## src/rtl/dmux_pkg.sv

```systemverilog
// Shared constants and types for the 4-way demux router.
// Lane indices, FIFO depth and the push-decode helper.
package dmux_pkg;

  localparam int NUM_LANES  = 4;
  localparam int FIFO_DEPTH = 2;

  typedef logic [1:0] lane_t;
  typedef logic [1:0] cnt_t;

  localparam lane_t LANE_A = 2'd0;
  localparam lane_t LANE_B = 2'd1;
  localparam lane_t LANE_C = 2'd2;
  localparam lane_t LANE_D = 2'd3;

  function automatic logic [3:0] lane_onehot(
    input lane_t l
  );
    return 4'b0001 << l;
  endfunction

endpackage

```

## src/rtl/dmux4way_router_if.sv

```systemverilog
// Upstream beat and four downstream lane handshakes.
// master drives beats and lane readies; slave is the router.
interface dmux4way_router_if #(
  parameter int W = 1
);

  logic         in_valid;
  logic         in_ready;
  logic [W-1:0] in_data;
  logic [1:0]   in_sel;
  logic         mode;
  logic [3:0]   out_valid;
  logic [3:0]   out_ready;
  logic [W-1:0] a;
  logic [W-1:0] b;
  logic [W-1:0] c;
  logic [W-1:0] d;
  logic [1:0]   rr_ptr;

  modport master (
    output in_valid,
    output in_data,
    output in_sel,
    output mode,
    output out_ready,
    input  in_ready,
    input  out_valid,
    input  a,
    input  b,
    input  c,
    input  d,
    input  rr_ptr
  );

  modport slave (
    input  in_valid,
    input  in_data,
    input  in_sel,
    input  mode,
    input  out_ready,
    output in_ready,
    output out_valid,
    output a,
    output b,
    output c,
    output d,
    output rr_ptr
  );

endinterface

```

## src/rtl/lane_fifo2.sv

```systemverilog
// Two-entry FIFO for one router lane.
// Head register doubles as the lane output and holds when empty.
module lane_fifo2
  import dmux_pkg::*;
#(
  parameter int W = 1
) (
  input  logic         clk,
  input  logic         rst_n,
  input  logic         push,
  input  logic         pop,
  input  logic [W-1:0] din,
  output logic         valid,
  output logic         full,
  output logic [W-1:0] dout
);

  cnt_t         cnt_q;
  cnt_t         cnt_d;
  logic [W-1:0] head_q;
  logic [W-1:0] head_d;
  logic [W-1:0] tail_q;
  logic [W-1:0] tail_d;
  logic         do_push;
  logic         do_pop;

  assign valid   = (cnt_q != '0);
  assign full    = (cnt_q == cnt_t'(FIFO_DEPTH));
  assign dout    = head_q;
  assign do_push = push && !full;
  assign do_pop  = pop && valid;

  always_comb begin
    cnt_d  = cnt_q;
    head_d = head_q;
    tail_d = tail_q;
    unique case (1'b1)
      // Push and pop together only happen at count 1.
      (do_push && do_pop): begin
        head_d = din;
      end
      (do_push && !do_pop): begin
        if (cnt_q == '0) head_d = din;
        else             tail_d = din;
        cnt_d = cnt_q + cnt_t'(1);
      end
      (!do_push && do_pop): begin
        if (full) head_d = tail_q;
        cnt_d = cnt_q - cnt_t'(1);
      end
      default: ;
    endcase
  end

  always_ff @(posedge clk or negedge rst_n) begin
    if (!rst_n) begin
      cnt_q  <= '0;
      head_q <= '0;
      tail_q <= '0;
    end else begin
      cnt_q  <= cnt_d;
      head_q <= head_d;
      tail_q <= tail_d;
    end
  end

endmodule

```

## src/rtl/dmux4way_router.sv

```systemverilog
// Routes upstream beats into four 2-deep lane FIFOs,
// by explicit select or by a round-robin pointer.
module dmux4way_router
  import dmux_pkg::*;
#(
  parameter int W = 1
) (
  input  logic                 clk,
  input  logic                 rst_n,
  dmux4way_router_if.slave     bus
);

  lane_t        target;
  lane_t        rr_ptr_q;
  lane_t        rr_ptr_d;
  logic         accept;
  logic [3:0]   push_en;
  logic [3:0]   pop_en;
  logic [3:0]   lane_valid;
  logic [3:0]   lane_full;
  logic [W-1:0] lane_head [NUM_LANES];

  always_comb begin
    target = bus.in_sel;
    unique case (1'b1)
      bus.mode:  target = rr_ptr_q;
      !bus.mode: target = bus.in_sel;
      default:   ;
    endcase
  end

  assign bus.in_ready = !lane_full[target];
  assign accept       = bus.in_valid && bus.in_ready;
  assign push_en      = accept ? lane_onehot(target) : 4'b0000;
  assign pop_en       = lane_valid & bus.out_ready;

  always_comb begin
    rr_ptr_d = rr_ptr_q;
    if (bus.mode && accept) rr_ptr_d = rr_ptr_q + lane_t'(1);
  end

  always_ff @(posedge clk or negedge rst_n) begin
    if (!rst_n) rr_ptr_q <= LANE_A;
    else        rr_ptr_q <= rr_ptr_d;
  end

  for (genvar i = 0; i < NUM_LANES; i++) begin : g_lane
    lane_fifo2 #(
      .W (W)
    ) u_fifo (
      .clk   (clk),
      .rst_n (rst_n),
      .push  (push_en[i]),
      .pop   (pop_en[i]),
      .din   (bus.in_data),
      .valid (lane_valid[i]),
      .full  (lane_full[i]),
      .dout  (lane_head[i])
    );
  end

  assign bus.out_valid = lane_valid;
  assign bus.rr_ptr    = rr_ptr_q;
  assign bus.a         = lane_head[LANE_A];
  assign bus.b         = lane_head[LANE_B];
  assign bus.c         = lane_head[LANE_C];
  assign bus.d         = lane_head[LANE_D];

endmodule

```

## src/flat_wrapper.sv

```systemverilog
// flat-port wrapper written by rule: the top's interface ports become plain ports
module dmux4way_router_flat import dmux_pkg::*;
#(
  parameter int W = 1
)
  (clk, rst_n, bus_in_valid, bus_in_data, bus_in_sel, bus_mode, bus_out_ready, bus_in_ready, bus_out_valid, bus_a, bus_b, bus_c, bus_d, bus_rr_ptr);
  dmux4way_router_if #(.W(W)) bus_i ();
  input  logic clk;
  input  logic rst_n;
  input wire logic [$bits(bus_i.in_valid)-1:0] bus_in_valid;
  input wire logic [$bits(bus_i.in_data)-1:0] bus_in_data;
  input wire logic [$bits(bus_i.in_sel)-1:0] bus_in_sel;
  input wire logic [$bits(bus_i.mode)-1:0] bus_mode;
  input wire logic [$bits(bus_i.out_ready)-1:0] bus_out_ready;
  output wire logic [$bits(bus_i.in_ready)-1:0] bus_in_ready;
  output wire logic [$bits(bus_i.out_valid)-1:0] bus_out_valid;
  output wire logic [$bits(bus_i.a)-1:0] bus_a;
  output wire logic [$bits(bus_i.b)-1:0] bus_b;
  output wire logic [$bits(bus_i.c)-1:0] bus_c;
  output wire logic [$bits(bus_i.d)-1:0] bus_d;
  output wire logic [$bits(bus_i.rr_ptr)-1:0] bus_rr_ptr;
  assign bus_i.in_valid = bus_in_valid;
  assign bus_i.in_data = bus_in_data;
  assign bus_i.in_sel = bus_in_sel;
  assign bus_i.mode = bus_mode;
  assign bus_i.out_ready = bus_out_ready;
  assign bus_in_ready = bus_i.in_ready;
  assign bus_out_valid = bus_i.out_valid;
  assign bus_a = bus_i.a;
  assign bus_b = bus_i.b;
  assign bus_c = bus_i.c;
  assign bus_d = bus_i.d;
  assign bus_rr_ptr = bus_i.rr_ptr;
  dmux4way_router #(.W(W)) u_core (.clk(clk), .rst_n(rst_n), .bus(bus_i));
endmodule
```

## config.mk

```make
export PLATFORM = sky130hd
export DESIGN_NAME = dmux4way_router_flat
export DESIGN_NICKNAME = d
export VERILOG_FILES = /design/src/rtl/dmux_pkg.sv /design/src/rtl/dmux4way_router_if.sv /design/src/rtl/lane_fifo2.sv /design/src/rtl/dmux4way_router.sv /design/src/flat_wrapper.sv
export SDC_FILE = /design/constraint.sdc
export NUM_CORES = 1
export LEC_CHECK = 0
export CAP_MARGIN = 25
export CORE_MARGIN = 3
export CORE_UTILIZATION = 54
export CTS_BUF_LIST = sky130_fd_sc_hd__clkbuf_8
export DETAILED_ROUTE_END_ITERATION = 8
export HOLD_SLACK_MARGIN = 0.08
export PLACE_DENSITY = 0.8
export SETUP_SLACK_MARGIN = 0.2
export SLEW_MARGIN = 20
export SYNTH_ARGS = -nofsm -noshare
export SYNTH_HDL_FRONTEND = slang
export SYNTH_SLANG_ARGS = --single-unit
export TNS_END_PERCENT = 30
```

## constraint.sdc

```tcl
create_clock -name clk -period 3.55 [get_ports clk]
set_clock_uncertainty 0.1 [all_clocks]
set_input_delay 0.5325 -clock clk [delete_from_list [all_inputs] [get_ports clk]]
set_output_delay 0.5325 -clock clk [all_outputs]
set_load 0.02 [all_outputs]
```

**Word level (Yosys, flattened, before mapping)**

Index checks and enable logic that the tools add are counted.

- Bits in registers: 18
- Input bits: 11
- Word-level logic and storage cells: 120

- Add/subtract/negate cells: 9
- $lt $le $gt $ge: 1
- Eq/ne operators: 12
- Shift-type cells: 1
- Multiplexer cells: 20
- Bitwise gates (word level): 5
- Reduce and logical (&&, ||, !) cells: 59

Operator list:

| cell | count |
|---|---|
| $logic_and A1 B1 Y1 | 22 |
| $pmux W2 S2 | 4 |
| $reduce_bool A2 Y1 | 8 |
| $logic_not A1 Y1 | 13 |
| $pmux W1 S3 | 4 |
| $reduce_and A3 Y1 | 4 |
| $reduce_bool A3 Y1 | 4 |
| $add A2 B1 Y2 const B | 5 |
| $mux W1 | 9 |
| $eq A2 B2 Y1 const B | 4 |
| $logic_not A2 Y1 | 4 |
| $ne A2 B1 Y1 const B | 4 |
| $ne A2 B2 Y1 const B | 4 |
| $reduce_and A2 Y1 | 4 |
| $sub A2 B1 Y2 const B | 4 |
| $and A4 B4 Y4 | 1 |
| $mux W4 | 1 |
| $not A1 Y1 | 4 |
| $shl A1 B2 Y4 const A | 1 |
| $lt A2 B3 Y1 const B | 1 |
| $bmux W1 S2 | 1 |
| $mux W2 | 1 |

**Depth between registers and ports, before layout**

Gate-level depths: netlist (run 1).

- Depth in word-level cells: 11
- Gate-level depth with buffers: 12

**By module**

A second synthesis (run 1) with hierarchy kept.

- Cells, all modules: 123
- Area total of the unflattened synthesis: 1255.0 um^2

Modules (own cells, without submodules):

| module | instances | cells each | area an instance (um^2) | seq. area each (um^2) |
|---|---|---|---|---|
| lane_fifo2 | 4 | 25 | 264.0 | 100.1 |
| dmux4way_router | 1 | 23 | 198.9 | 50.0 |

**Least setup slack after synthesis (run 1)**

OpenSTA, ideal clock, no wires.

- Kind: input -> register
- From: input bus_mode
- To: register u_core.g_lane[0].u_fifo.head_q
- Arrival time: 2.734 ns
- Required time: 3.367 ns
- Slack: 0.633 ns
- Stages on the path: 12
- Path through: buf_6 -> mux2i_1 -> mux2_2 -> mux2i_4 -> nand2_2 -> or3_1 -> ha_1 -> nor2b_1 -> a21oi_1 -> o22ai_1 -> a21oi_1 -> o21ai_0

- Cells in the longest elaborated chain, start to end: 11

RTL lines:

| element | RTL line | source |
|---|---|---|
| start, declared | flat_wrapper.sv:13 | `input wire logic [$bits(bus_i.mode)-1:0] bus_mode;` |
| $mux W2 (*) | dmux4way_router.sv:25 | `unique case (1'b1)` |
| $bmux W1 S2 (*) | dmux4way_router.sv:32 | `assign bus.in_ready = !lane_full[target];` |
| $mux W1 (not written as such) (*) | dmux4way_router.sv:32 |  |
| $logic_not A1 Y1 (*) | dmux4way_router.sv:32 |  |
| net bus_in_ready | flat_wrapper.sv:15 | `output wire logic [$bits(bus_i.in_ready)-1:0] bus_in_ready;` |
| $logic_and A1 B1 Y1 (*) | dmux4way_router.sv:33 | `assign accept = bus.in_valid && bus.in_ready;` |
| $mux W4 (*) | dmux4way_router.sv:34 | `assign push_en = accept ? lane_onehot(target) : 4'b0000;` |
| $logic_and A1 B1 Y1 (*) | lane_fifo2.sv:30 | `assign do_push = push && !full;` |
| $logic_not A1 Y1 | lane_fifo2.sv:47 | `(!do_push && do_pop): begin` |
| $logic_and A1 B1 Y1 | lane_fifo2.sv:47 |  |
| $ne A2 B2 Y1 (no source line) / $reduce_bool A3 Y1 (equally long branches) | n/a |  |
| $reduce_and A3 Y1 (no source line) | n/a |  |
| end signal, assigned | lane_fifo2.sv:58 | `head_q <= '0;` |
| end signal, assigned | lane_fifo2.sv:62 | `head_q <= head_d;` |
| end, declared | lane_fifo2.sv:20 | `logic [W-1:0] head_q;` |

Mark *: on every way through the listed nets, which the timed path passes. The rest lies on a longest branch. The select of a mux whose other input is x is not followed.
A chain may end at the register's enable or synchronous reset.

**Worst setup path after layout (run 1)**

- From: input bus_mode
- To: output bus_in_ready

- Cells in the longest elaborated chain, start to end: 4

RTL lines:

| element | RTL line |
|---|---|
| $mux W2 | dmux4way_router.sv:25 |
| $bmux W1 S2 | dmux4way_router.sv:32 |
| $mux W1 (not written as such) | dmux4way_router.sv:32 |
| $logic_not A1 Y1 | dmux4way_router.sv:32 |
| end, declared | flat_wrapper.sv:15 |

No other way between the ends. The select of a mux whose other input is x is not followed.

==> results.py, run 1 <==
metrics = {
    "global_routing": {
        "initial_antenna_violation_count": 0,
        "pin_count_of_the_biggest_net_entering_global_routing": 19,
        "grt_pass1_wl_mm": 4.609,
        "first_global_vias": 1082,
        "overflow": 0,
        "grt_util_all_layers_pct": 21.72,
    },
    "floorplanning": {
        "die_w_um": 54.31,
        "core_area_um2": 2082,
        "floorplan.io_pins": 22,
        "die-height_um": 54.31,
        "row_count": 16,
        "initial_core_util_pct": 60.52,
        "total_die_area_um2": 2949,
    },
    "synth": {
        "syn_inst": 142,
        "post-synth-top-area-fraction_pct": 35.75,
        "synth_seq_cells": 18,
        "synthDistinctLibCells": 33,
        "ys_async_sr_fraction_pct": 100.0,
        "post_syn_area_per_cell_um2": 8.873,
        "synth-seq-area-share_pct": 35.75,
        "yosysTopAreaCell": "dfrtp_1",
        "ys_top_cells_by_count": "18 x dfrtp_1, 17 x nand2_1, 14 x inv_1",
        "synth_ff_type": "dfrtp_1",
        "synth-edff-count": 0,
        "yosys_warnings": 0,
        "synth_nets": 161,
        "syn-cell-area_um2": 1260,
        "synth.top_cells.by_area": "dfrtp_1 36%, ha_1 7.9%, xnor2_1 7.0%, nand2_1 5.1%, mux2_2 4.5%",
        "synth_most_common_cell": "dfrtp_1",
    },
    "route": {
        "route.final.wire_length_mm": 2.566,
        "wire_per_inst_um": 13.65,
        "postRouteAntennaNets": 0,
        "detail_route.first_pass.iterations": 4,
        "vias": 1036,
        "drtIter0Drc": 21,
        "route.detailed.drc": 0,
        "via_per_inst": 5.511,
    },
    "clocking": {
        "insertion_delay_ps": 260,
        "cts_made_buffers": 3,
        "clock_tree_from_tritoncts": "yes",
        "htree_levels": 1,
        "cts.path.max_buffers": 2,
        "cts_sinks": 18,
        "clk_root_buffer_cell": "clkbuf_8",
        "clkSlewWorstSetupHoldPaths_ps": 60,
        "post_cts.repair.setup_buffers": 0,
    },
    "placement": {
        "buffer_ports.inserted": 21,
        "place_worst_setup_slack_ps": 79.75,
        "place_hpwl_mm": 1.948,
        "gp_routability_congestion": 0.8476,
    },
    "hold_path": {
        "hold_start": "u_core.g_lane[1].u_fifo.cnt_q[1]",
        "holdCritPathClass": "register to register",
    },
    "job": {
        "max-cap-violations": 0,
    },
    "worst_setup_path": {
        "number_of_cell_instances_on_the_worst_register_to_register_path": 11,
        "crit-reg2reg-launch": "u_core.bus.rr_ptr[1]",
        "critical_path.endpoint": "bus_in_ready",
        "setup.reg_to_reg.worst_slack_ps": 750,
        "startpoint_type": "input pin",
        "crit_start": "bus_mode",
        "worstReg2RegEnd": "u_core.g_lane[0].u_fifo.dout",
        "critPathKind": "input pin to output port",
        "largest_driver_fanout_on_the_critical_path": 5,
        "cp.required_ps": 2920,
        "critPathCaptureType": "output port",
        "cp.arrival_ps": 2570,
    },
    "cells_and_area": {
        "syn_to_final_growth_pct": 20.06,
        "final_net_count": 182,
        "fillers": 168,
        "multi_input_area_um2": 716.9,
        "drive_above_1_share_pct": 8.075,
        "antenna_diode_count": 0,
        "seqCellArea_um2": 450.4,
        "finalCoreUtilization_pct": 72.66,
    },
    "sta": {
        "post-route-min-period_ps": 3205,
        "min_period_over_period_pct": 90.27,
        "drv_slew": 0,
        "whs_ps": 394.3,
        "max_freq_mhz": 312.0,
        "setup_tns_ps": 0,
        "worst_slew_pin_slew_ps": 820.9,
        "slew_headroom_pct": 45.10,
        "rsz_0062_raised_after_global_routing": "false",
        "timing_hold_violations_final": 0,
        "setup_viol": 0,
        "final_ws_setup_ps": 345.3,
    },
    "power": {
        "power_leakage_nw": 0.6667,
        "pwr_density_cell_nw_per_um2": 885.0,
        "worst_ir_drop_vdd_mv": 0.6036,
    },
    "run_status": {
        "run_status": "completed",
    },
}
==> worst min-delay path by stage <==
stage / end / depth (start not counted)
3_5_place_dp: u_core.g_lane[1].u_fifo.cnt_q[1] / 1
2_1_floorplan: u_core.bus.rr_ptr[0] / 0
3_3_place_gp: u_core.g_lane[2].u_fifo.cnt_q[1] / 1
4_1_cts: u_core.g_lane[1].u_fifo.cnt_q[1] / 1
6_report: u_core.g_lane[1].u_fifo.cnt_q[1] / 1
5_1_grt: u_core.g_lane[2].u_fifo.cnt_q[1] / 1
==> worst max-delay path: stages <==
cell             delay [ps]
clkdlybuf4s50_1         520
mux2i_2                 280
mux2_2                  390
mux2i_4                 200
clkdlybuf4s50_1         650
==> cell families after synthesis <==
| group | share of synthesized area, % |
|---|---|
| AO/OA/AOI/OAI | 9.534 |
| XOR/XNOR | 9.731 |
| adder cells (fa/ha/maj) | 7.945 |
| buffers and inverters | 7.845 |
| flip-flops | 35.75 |
| multiplexers | 7.845 |
| AND/OR/NAND/NOR | 21.35 |
==> area by class of cell <==
type / instances / share of cell area (%)
clock buffers: 3 / 2.730
well taps: 27 / 2.233
inverters: 14 / 3.474
multi-input cells: 104 / 47.39
flip-flops and latches: 18 / 29.78
repair buffers: 22 / 14.39
==> cell usage in the layout (no fill, tap or decap), types with 2 or more instances in the layout <==
cell type        netlist  routed
clkdlybuf4s50_1        0      21
dfrtp_1               18      18
nand2_1               17      17
inv_1                 14      14
xnor2_1               10      10
nor2_1                 9       9
ha_1                   8       8
nand3_1                6       6
nor2b_1                6       5
mux2_2                 5       5
o21ai_0                4       4
nor3_1                 4       4
xor2_1                 4       4
a21oi_1                4       4
nand2b_1               3       3
o22ai_1                3       3
nand4_1                3       3
clkbuf_8               0       3
or3_1                  2       2
a22oi_1                2       2
a31oi_1                2       2
==> registers in the layout, summed over array words and instances, names as in the netlist <==
register	cells
u_core.g_lane.u_fifo.tail_q	4
u_core.bus.rr_ptr	2
u_core.g_lane.u_fifo.cnt_q	8
u_core.g_lane.u_fifo.dout	4
==> per-layer routing <==
layer | wire [µm] | global-route usage, % | up-vias
met1 | 1103 | 25.72 | 489
li1 | - | - | 514
met2 | 1265 | 36.65 | 28
met4 | 22 | 8.714 | 0
met5 | 0 | 0 | -
met3 | 174 | 6.267 | 5
==> per-stage QoR <==
stage	power [mW]	instances	area, µm²
global route	1.465	188	1513
floorplan	0.9778	142	1260
global placement	1.169	185	1465
finish	1.339	188	1513
detailed placement	1.192	185	1465
CTS	1.343	188	1506
==> what timing repair did <==
item | 4_1_cts | 5_1_grt
hold endpoints to repair | 0 | 0
hold buffers | 0 | 0
gates resized for setup | 0 | 2
setup endpoints to repair | 0 | 1
==> report_power, final <==
part | switching [mW] | leakage [nW] | internal (mW) | total, mW
combinational | 0.396 | 0.431 | 0.373 | 0.769
clock | 0.0673 | 0.0216 | 0.0755 | 0.143
sequential | 0.111 | 0.214 | 0.316 | 0.427
total | 0.574 | 0.667 | 0.765 | 1.34
Power figures use the tool's default switching activity.
==> run 2: changes to the inputs <==
Settings changed: SETUP_SLACK_MARGIN 0.2 to 0.4.
==> run 2 against run 1 <==
Wire length rose by 4.2%. Final cell count rose by 0.53%. Sequential share of layout area fell by 0.72 points. Global-route usage fell by 0.057 points. Critical path type is now input pin to register. Core utilization rose by 1.8 points. Sequential power barely moved. Worst hold slack got worse by 0.55 ps. Critical path depth rose by 6.
==> results.py, run 2 (same netlist as run 1, synthesis figures left out) <==
metrics = {
    "worst_setup_path": {
        "critical_path.n_buffers_inverters": 1,
        "cp.arrival_ps": 2990,
        "critical_path.cell_chain": "clkdlybuf4s50_1 > mux2i_2 > mux2_4 > mux2i_4 > nand2_2 > or3_4 > ha_4 > a22oi_1 > o22ai_1 > a21oi_1 > o21ai_0",
        "critPathSlowestCell": "clkdlybuf4s50_1",
        "crit_family": "multiplexers",
        "largest_driver_fanout_on_the_critical_path": 5,
        "critPathKind": "input pin to register",
        "slowest_delay_ps": 480,
        "critPathCaptureType": "register",
        "cp.required_ps": 3580,
        "startpoint_type": "input pin",
    },
    "hold_path": {
        "holdCritPathClass": "register to register",
    },
    "route": {
        "route.final.wire_length_mm": 2.673,
        "via_per_inst": 5.582,
        "drtIter0Drc": 30,
        "postRouteAntennaNets": 0,
        "route.detailed.drc": 0,
        "wire_per_inst_um": 14.14,
        "detail_route.first_pass.iterations": 4,
        "vias": 1055,
    },
    "global_routing": {
        "first_global_vias": 1082,
        "grt_pass1_wl_mm": 4.602,
        "pin_count_of_the_biggest_net_entering_global_routing": 19,
        "initial_antenna_violation_count": 0,
        "grt_util_all_layers_pct": 21.66,
        "overflow": 0,
    },
    "sta": {
        "post-route-min-period_ps": 2967,
        "max_freq_mhz": 337.0,
        "rsz_0062_raised_after_global_routing": "false",
        "worst_slew_pin_slew_ps": 820.2,
        "drv_slew": 0,
        "setup_viol": 0,
        "min_period_over_period_pct": 83.58,
        "whs_ps": 393.7,
        "timing_hold_violations_final": 0,
        "slew_headroom_pct": 45.15,
        "setup_tns_ps": 0,
    },
    "cells_and_area": {
        "syn_to_final_growth_pct": 23.04,
        "mostFrequentLayoutCell": "clkdlybuf4s50_1",
        "final_net_count": 183,
        "registers.top_by_ff_count": "u_core.g_lane.u_fifo.cnt_q",
        "fillers": 161,
        "most_frequent_cells_in_the_layout": "19 x clkdlybuf4s50_1, 18 x dfrtp_1, 17 x nand2_1",
        "largest_register_ffs": 8,
        "drive_above_1_share_pct": 10.49,
        "antenna_diode_count": 0,
    },
    "clocking": {
        "cts.path.max_buffers": 2,
        "cts_sinks": 18,
        "clk_root_buffer_cell": "clkbuf_8",
        "htree_levels": 1,
        "clock_tree_from_tritoncts": "yes",
        "clkSlewWorstSetupHoldPaths_ps": 70,
        "cts_made_buffers": 3,
        "insertion_delay_ps": 260,
    },
    "job": {
        "max-cap-violations": 0,
    },
    "placement": {
        "place_hpwl_mm": 1.948,
        "buffer_ports.inserted": 21,
        "gp_routability_congestion": 0.8476,
    },
    "floorplanning": {
        "row_count": 16,
        "die-height_um": 54.31,
        "core_area_um2": 2082,
        "floorplan.io_pins": 22,
        "total_die_area_um2": 2949,
        "die_w_um": 54.31,
        "initial_core_util_pct": 60.52,
    },
    "run_status": {
        "run_status": "completed",
    },
    "power": {
        "pwr_density_cell_nw_per_um2": 887.3,
        "power_leakage_nw": 0.6926,
        "worst_ir_drop_vdd_mv": 0.6625,
    },
}
[run 2: cell count changes in the layout (fill, tap and decap cells not counted), sizes merged]
cell,previous run,this run
dlygate4sd2,0,1
buf,1,2
dlymetal6s2s,0,1
clkdlybuf4s50,21,19
[run 2: worst reg2reg max path: stages, from the launching register on]
cell and delay, ps:
dfrtp_1 470, mux2i_2 260, mux2_4 340, mux2i_4 190, nand2_2 110, or3_4 390
ha_4 190, a22oi_1 170, o22ai_1 110, a21oi_1 120, o21ai_0 110
[run 2: path summary, 6_finish.rpt]
path                                                   from                               end  slack [ps]  cells past startpoint
max reg2reg                            u_core.bus.rr_ptr[1]      u_core.g_lane[0].u_fifo.dout         870                     10
min reg2reg                u_core.g_lane[1].u_fifo.cnt_q[1]  u_core.g_lane[1].u_fifo.cnt_q[1]         390                      1
min                        u_core.g_lane[1].u_fifo.cnt_q[1]  u_core.g_lane[1].u_fifo.cnt_q[1]         390                      1
max in group asynchronous                             rst_n      u_core.g_lane[3].u_fifo.dout        2190                      1
min in group asynchronous                             rst_n      u_core.g_lane[0].u_fifo.dout         650                      1
max                                           bus_in_sel[1]      u_core.g_lane[0].u_fifo.dout         580                     11
[run 2: layout make-up]
| cell class | instances | area, µm² | share of cell area [%] |
|---|---|---|---|
| inverters | 14 | 52.55 | 3.390 |
| repair buffers | 23 | 226.5 | 14.61 |
| well taps | 27 | 33.78 | 2.179 |
| flip-flops and latches | 18 | 450.4 | 29.06 |
| clock buffers | 3 | 41.29 | 2.663 |
| multi-input cells | 104 | 745.7 | 48.10 |
[run 2: metrics by stage]
step                instance area (µm²)  utilization, %  std cells  setup slack, ps  total power, mW
global placement                   1465           70.37        185            244.3            1.169
global route                       1550           74.46        189            461.8            1.499
CTS                                1505           72.30        188            321.6            1.337
detailed placement                 1465           70.37        185            79.75            1.192
floorplan                          1260               -        142            633.1           0.9778
finish                             1550           74.46        189            582.9            1.376
[run 2: power by group]
group | internal, mW | switching, mW
clock | 0.0754 | 0.0654
sequential | 0.316 | 0.112
combinational | 0.395 | 0.411
total | 0.787 | 0.589
[run 2: repair_timing]
action,CTS,global route
cloned,0,0
buffers inserted,0,1
resized for setup,1,9
endpoints found under the setup margin,2,3
hold buffers,0,0
[run 2: routing by layer]
layer  vias to the layer above  track usage (%)  share of wire, %
met2                        31            36.65                50
li1                        515                -                 -
met4                         0            8.714              0.75
met5                         -                0                 0
met1                       505            25.89                42
met3                         4            5.722               6.8
==> RTL edit 1, RTL diff (config.mk and constraints of run 2) <==
Make the reset (`rst_n`) synchronous in 2 clocked blocks.
--- a/src/rtl/lane_fifo2.sv
+++ b/src/rtl/lane_fifo2.sv
@@ -54,3 +54,3 @@
 
-  always_ff @(posedge clk or negedge rst_n) begin
+  always_ff @(posedge clk) begin
     if (!rst_n) begin
--- a/src/rtl/dmux4way_router.sv
+++ b/src/rtl/dmux4way_router.sv
@@ -41,3 +41,3 @@
 
-  always_ff @(posedge clk or negedge rst_n) begin
+  always_ff @(posedge clk) begin
     if (!rst_n) rr_ptr_q <= LANE_A;
Formal check against the unedited RTL: differs if rst_n is asserted again (counterexample within 4 cycles, from zero or initial values and one cycle with rst_n low); with rst_n held inactive, the same outputs for 10 cycles.
==> RTL edit 1 against run 2 <==
Sequential cell count unchanged. Routed wire length increased by 25%. Synthesized area up 22%. First-iteration DRC count is 120% higher. Count of clock-buffer cells in the layout stayed put. Setup slack lost 0.051 ns. Via count is 29% higher. Register-to-register slack got worse by 0.04 ns. Design area is 15% higher. Die area rose by 20%.
Power is not compared: it rests on default switching activity, and its combinational part moved more than twofold at a synthesized area within 25%.
==> RTL edit 1: results (changes against run 2) <==
count of non-CTS inverters in the layout 11 (-3); Overall Global Routing Usage 20.5% (-1.2 points); count of sequential standard cells 18 (unchanged); clock tree cell share of total cell area 2.31% (-0.35 points); number of cells on the worst reg-to-reg path 11 (+1); worst slew margin relative to its limit 57.1% (+12 points); pin count of the biggest net entering global routing 22 (+3); drt first-iter violations 67 (+120%); hpwl dp 2.53 mm (+30%); Seq/Total Area, Yosys 23.4% (-12 points); Area growth, synth to finish 16.1%; share of cells above drive strength 1 13.8% (+3.3 points); Signal buffers 29 (+26%); FF+latch area 360 um2 (-20%); wirelength, routed 3.35 mm (+25%); multi-input gate count 149 (+43%); most numerous cell in the Yosys netlist sky130_fd_sc_hd__nand2_1; number of distinct library cells after synthesis 37 (+12%); result of the run completed; clock transition at the register clock pins on the worst setup and hold paths after CTS 0.07 ns (about the same); Mapped Nets 216 (+34%); wire length of the first global-routing pass 5.58 mm (+21%); count of fill cells added during filler insertion 203 (+26%); gpl congestion 0.866 (+2.2%); data arrival at the endpoint of the critical path 3.05 ns (+0.06 ns); NonClk Buf Share 15.3% (+0.66 points); share of flip-flops with an asynchronous set or reset 0% (-100 points); number of stages on the worst hold path 2 (+1); nets@finish 231 (+26%); multi-input combinational cell area 1030 um2 (+39%); number of global-route vias before repair 1292 (+19%); vias per cell 5.66 (+1.4%); maximum fanout encountered on the critical timing path 9 (+4); top cells by area, synth sky130_fd_sc_hd__dfxtp_1 23%, sky130_fd_sc_hd__mux2i_1 10%, sky130_fd_sc_hd__ha_1 6.5%
## RTL edit 1: cell count changes in the layout (fill, tap and decap cells not counted), sizes merged, moves of 7 or more
cell,delta
or2,+7
nand2,+7
o21ai,+11
dfxtp,+18
mux2i,+14
dfrtp,-18
## RTL edit 1: logic make-up (layout without fill, tap and decap cells)
| family | after synthesis | count (layout) | synth area share, % |
|---|---|---|---|
| and+or+nand+nor | 76 | 76 | 25.8 |
| AOI/OAI and AO/OA | 39 | 39 | 17.8 |
| DFF | 18 | 18 | 23.4 |
| xor gates and xnor gates | 9 | 9 | 5.12 |
| adders and majority gates | 8 | 8 | 6.50 |
| muxes | 17 | 17 | 11.9 |
| buffers and inverters | 30 | 43 | 9.51 |
## RTL edit 1: final timing paths
check / slack, ns / from / end
setup / recovery: 0.53 / bus_in_sel[0] / u_core.g_lane[3].u_fifo.dout
hold reg to reg: 0.41 / u_core.g_lane[1].u_fifo.tail_q / u_core.g_lane[1].u_fifo.tail_q
setup reg to reg: 0.83 / u_core.bus.rr_ptr[0] / u_core.g_lane[3].u_fifo.dout
hold / removal: 0.41 / u_core.g_lane[1].u_fifo.tail_q / u_core.g_lane[1].u_fifo.tail_q
## RTL edit 1: metrics by stage
step                      worst slack [ns]  total power [mW]  utilization (%)  std cells  area [um2]
after floorplan                      0.675             0.573                -        197        1540
after global placement               0.223             0.659             67.2        237        1740
after detailed placement            0.0751             0.675             67.2        237        1740
after CTS                            0.401             0.821             68.9        240        1780
after global routing                 0.408             0.871             69.0        240        1790
final                                0.531             0.818             69.0        240        1790
## RTL edit 1: routing by layer
metal  vias up  global-route usage, %  routed length, um
li1        695                      -                  -
met1       634                   25.1               1510
met2        24                   35.6               1690
met3         6                   4.14                103
met4         0                   6.47                 49
met5         -                      0                  0
## RTL edit 1: power by group
| part | internal (mW) | switching, mW | total, mW |
|---|---|---|---|
| registers | 0.232 | 0.0513 | 0.283 |
| logic | 0.198 | 0.194 | 0.391 |
| clock network | 0.0754 | 0.0674 | 0.143 |
## RTL edit 1: critical path, cell delays in order
cell,delay [ns]
sky130_fd_sc_hd__clkdlybuf4s50_1,0.56
sky130_fd_sc_hd__mux2i_1,0.15
sky130_fd_sc_hd__nand2b_1,0.20
sky130_fd_sc_hd__o22a_2,0.29
sky130_fd_sc_hd__or2_4,0.28
sky130_fd_sc_hd__ha_1,0.25
sky130_fd_sc_hd__buf_4,0.17
sky130_fd_sc_hd__nand2b_1,0.15
sky130_fd_sc_hd__mux2i_1,0.16
sky130_fd_sc_hd__o22ai_1,0.11
sky130_fd_sc_hd__nand2_1,0.11
sky130_fd_sc_hd__o311ai_2,0.09
==> RTL edit 2, RTL diff (config.mk and constraints of run 2) <==
Without the edit above. One comparison of `cnt_q` changes from == to >=.
--- a/src/rtl/lane_fifo2.sv
+++ b/src/rtl/lane_fifo2.sv
@@ -27,3 +27,3 @@
   assign valid   = (cnt_q != '0);
-  assign full    = (cnt_q == cnt_t'(FIFO_DEPTH));
+  assign full    = (cnt_q >= cnt_t'(FIFO_DEPTH));
   assign dout    = head_q;
Check against the original RTL: same outputs for any inputs over 10 cycles, from zero or initial values and one cycle with rst_n low; that may be too few to reach the edited logic, so the function may still have changed.
==> RTL edit 2 against run 2 <==
Design area rose by 0.24%. Power is 3.1% lower. Sequential cell count unchanged. Setup slack improved by 0.029 ns. Final cell count decreased by 9.0%. Synthesized area increased by 4.3%. Sequential share of layout area fell by 0.070 points. Routed wire length down 4.5%.
==> RTL edit 2: results (changes against run 2) <==
result of the run completed; Yosys warning count 0 (unchanged); initial antenna violation count 0 (unchanged); slowest cell delay on critical path 0.67 ns (+0.19 ns); Primary FF master, synth sky130_fd_sc_hd__dfrtp_1; share of cells above drive strength 1 14.6% (+4.1 points); maximum fanout encountered on the critical timing path 10 (+5); slack of the worst reg-to-reg path 1.01 ns (+0.14 ns); register containing the most flip-flops in the final layout u_core.g_lane.u_fifo.cnt_q; number of stages on the worst hold path 1 (unchanged); static leakage 0.683 nW (-1.4%); wire length of the first global-routing pass 4.54 mm (-1.3%); nets@finish 164 (-10%); clock transition at the register clock pins on the worst setup and hold paths after CTS 0.07 ns (about the same); FF-to-FF Start u_core.bus.rr_ptr[1]; Hold Path End u_core.g_lane[3].u_fifo.dout; wirelength, routed 2.55 mm (-4.5%); pin count of the biggest net entering global routing 19 (unchanged); fraction of synthesized area in multiplexers 11.8% (+4.0 points); worst-path cell with the longest stage delay sky130_fd_sc_hd__clkdlybuf4s50_1; Tightest Hold Check Type flop to flop; data arrival at the endpoint of the critical path 2.98 ns (about the same); Mapped Nets 146 (-9.3%); drt first-iter violations 29 (-3.3%); gpl congestion 0.878 (+3.6%); clock buffer count from CTS 3 (unchanged); compound-cell area share of the yosys netlist 14.5% (+4.9 points); detailed-router iteration count before antenna repair 4 (unchanged); Largest register FFs 8 (unchanged); vias per cell 5.73 (+2.6%); worst slew margin relative to its limit 45.4% (+0.23 points); top cells by area, synth sky130_fd_sc_hd__dfrtp_1 34%, sky130_fd_sc_hd__ha_1 7.6%, sky130_fd_sc_hd__mux2_2 6.9%; post-synthesis adder-cell area fraction 7.62% (-0.33 points); number of distinct library cells after synthesis 39 (+18%); clk buf depth 2 (unchanged); insertion delay of the later-clocked pin in the worst-skew pair 0.25 ns; number of cells on the worst reg-to-reg path 7 (-3); final max-slew violation count 0 (unchanged); launch instance of the worst min-delay path u_core.g_lane[3].u_fifo.dout; number of buffers inserted by port buffering 21 (unchanged); Seq/Total Area, Yosys 34.3% (-1.5 points); xor-xnor portion of the synthesized cell area 9.33% (-0.40 points); worst reg2reg endpoint u_core.g_lane[0].u_fifo.dout; Overall Global Routing Usage 18.5% (-3.1 points); H-Tree Depth 1 (unchanged); root cell of the clock tree sky130_fd_sc_hd__clkbuf_8; share of flip-flops with an asynchronous set or reset 100% (unchanged); hpwl dp 1.92 mm (-1.2%); worst vdd ir 661 uV (-0.28%); number of global-route vias before repair 1020 (-5.7%); ranking of synthesized cells by instance count 18 x sky130_fd_sc_hd__dfrtp_1, 11 x sky130_fd_sc_hd__nor2_1, 10 x sky130_fd_sc_hd__nand2_1, 9 x sky130_fd_sc_hd__xnor2_1; antenna fix cells 0 (unchanged)
-- RTL edit 2: worst max-delay path by stage --
stage / from / cells past startpoint / end
CTS: bus_mode / 8 / u_core.g_lane[0].u_fifo.dout
finish: bus_mode / 8 / u_core.g_lane[0].u_fifo.dout
floorplan: bus_mode / 8 / u_core.g_lane[0].u_fifo.dout
global route: bus_mode / 8 / u_core.g_lane[0].u_fifo.dout
detailed placement: bus_mode / 8 / u_core.g_lane[0].u_fifo.dout
global placement: bus_mode / 5 / bus_in_ready
-- RTL edit 2: kinds of logic after synthesis --
family / count (synthesis)
compound gates: 17
buf+inv: 17
fa+ha+maj: 8
flops: 18
xor+xnor: 14
mux: 14
simple gates: 39
-- RTL edit 2: worst max-delay path: cells and delay by family --
| family | cells | cell delay (ns) |
|---|---|---|
| adder cells (fa/ha/maj) | 1 | 0.29 |
| buffers and inverters | 1 | 0.67 |
| AND/OR/NAND/NOR | 2 | 0.35 |
| AO/OA/AOI/OAI | 3 | 0.77 |
| multiplexers | 1 | 0.35 |
-- RTL edit 2: what timing repair did --
action / CTS / global route
gates resized for setup: 1 / 0
setup endpoints to repair: 1 / 0
setup buffers: 0 / 0
-- RTL edit 2: final cells by class --
class | count | area, um2
well taps | 28 | 35.0
multi-input cells | 92 | 771
clock buffers | 4 | 55.1
flip-flops and latches | 18 | 450
repair buffers | 21 | 209
inverters | 9 | 33.8
fillers | 187 | 701
-- RTL edit 2: per-stage QoR --
| step | power [mW] | cell area [um2] | std cells | hold WS [ns] | setup slack, ns |
|---|---|---|---|---|---|
| CTS | 1.35 | 1550 | 172 | 0.401 | 0.610 |
| floorplan | 0.977 | 1310 | 127 | 0.137 | 0.972 |
| detailed placement | 1.18 | 1500 | 168 | 0.386 | 0.338 |
| finish | 1.33 | 1550 | 172 | 0.395 | 0.612 |
| global route | 1.44 | 1550 | 172 | 0.424 | 0.475 |
| global placement | 1.14 | 1500 | 168 | 0.371 | 0.418 |
-- RTL edit 2: power breakdown --
group	total [mW]	switching [mW]	internal, mW
sequential	0.447	0.133	0.314
clock	0.166	0.0675	0.0986
combinational	0.720	0.348	0.372
total	1.33	0.549	0.784
-- RTL edit 2: per-layer routing --
metal	GRT usage (%)	wire [um]	vias to the layer above
met5	0	0	-
li1	-	-	465
met4	9.03	61	0
met3	3.97	77	7
met2	31.3	1300	17
met1	22.2	1110	496
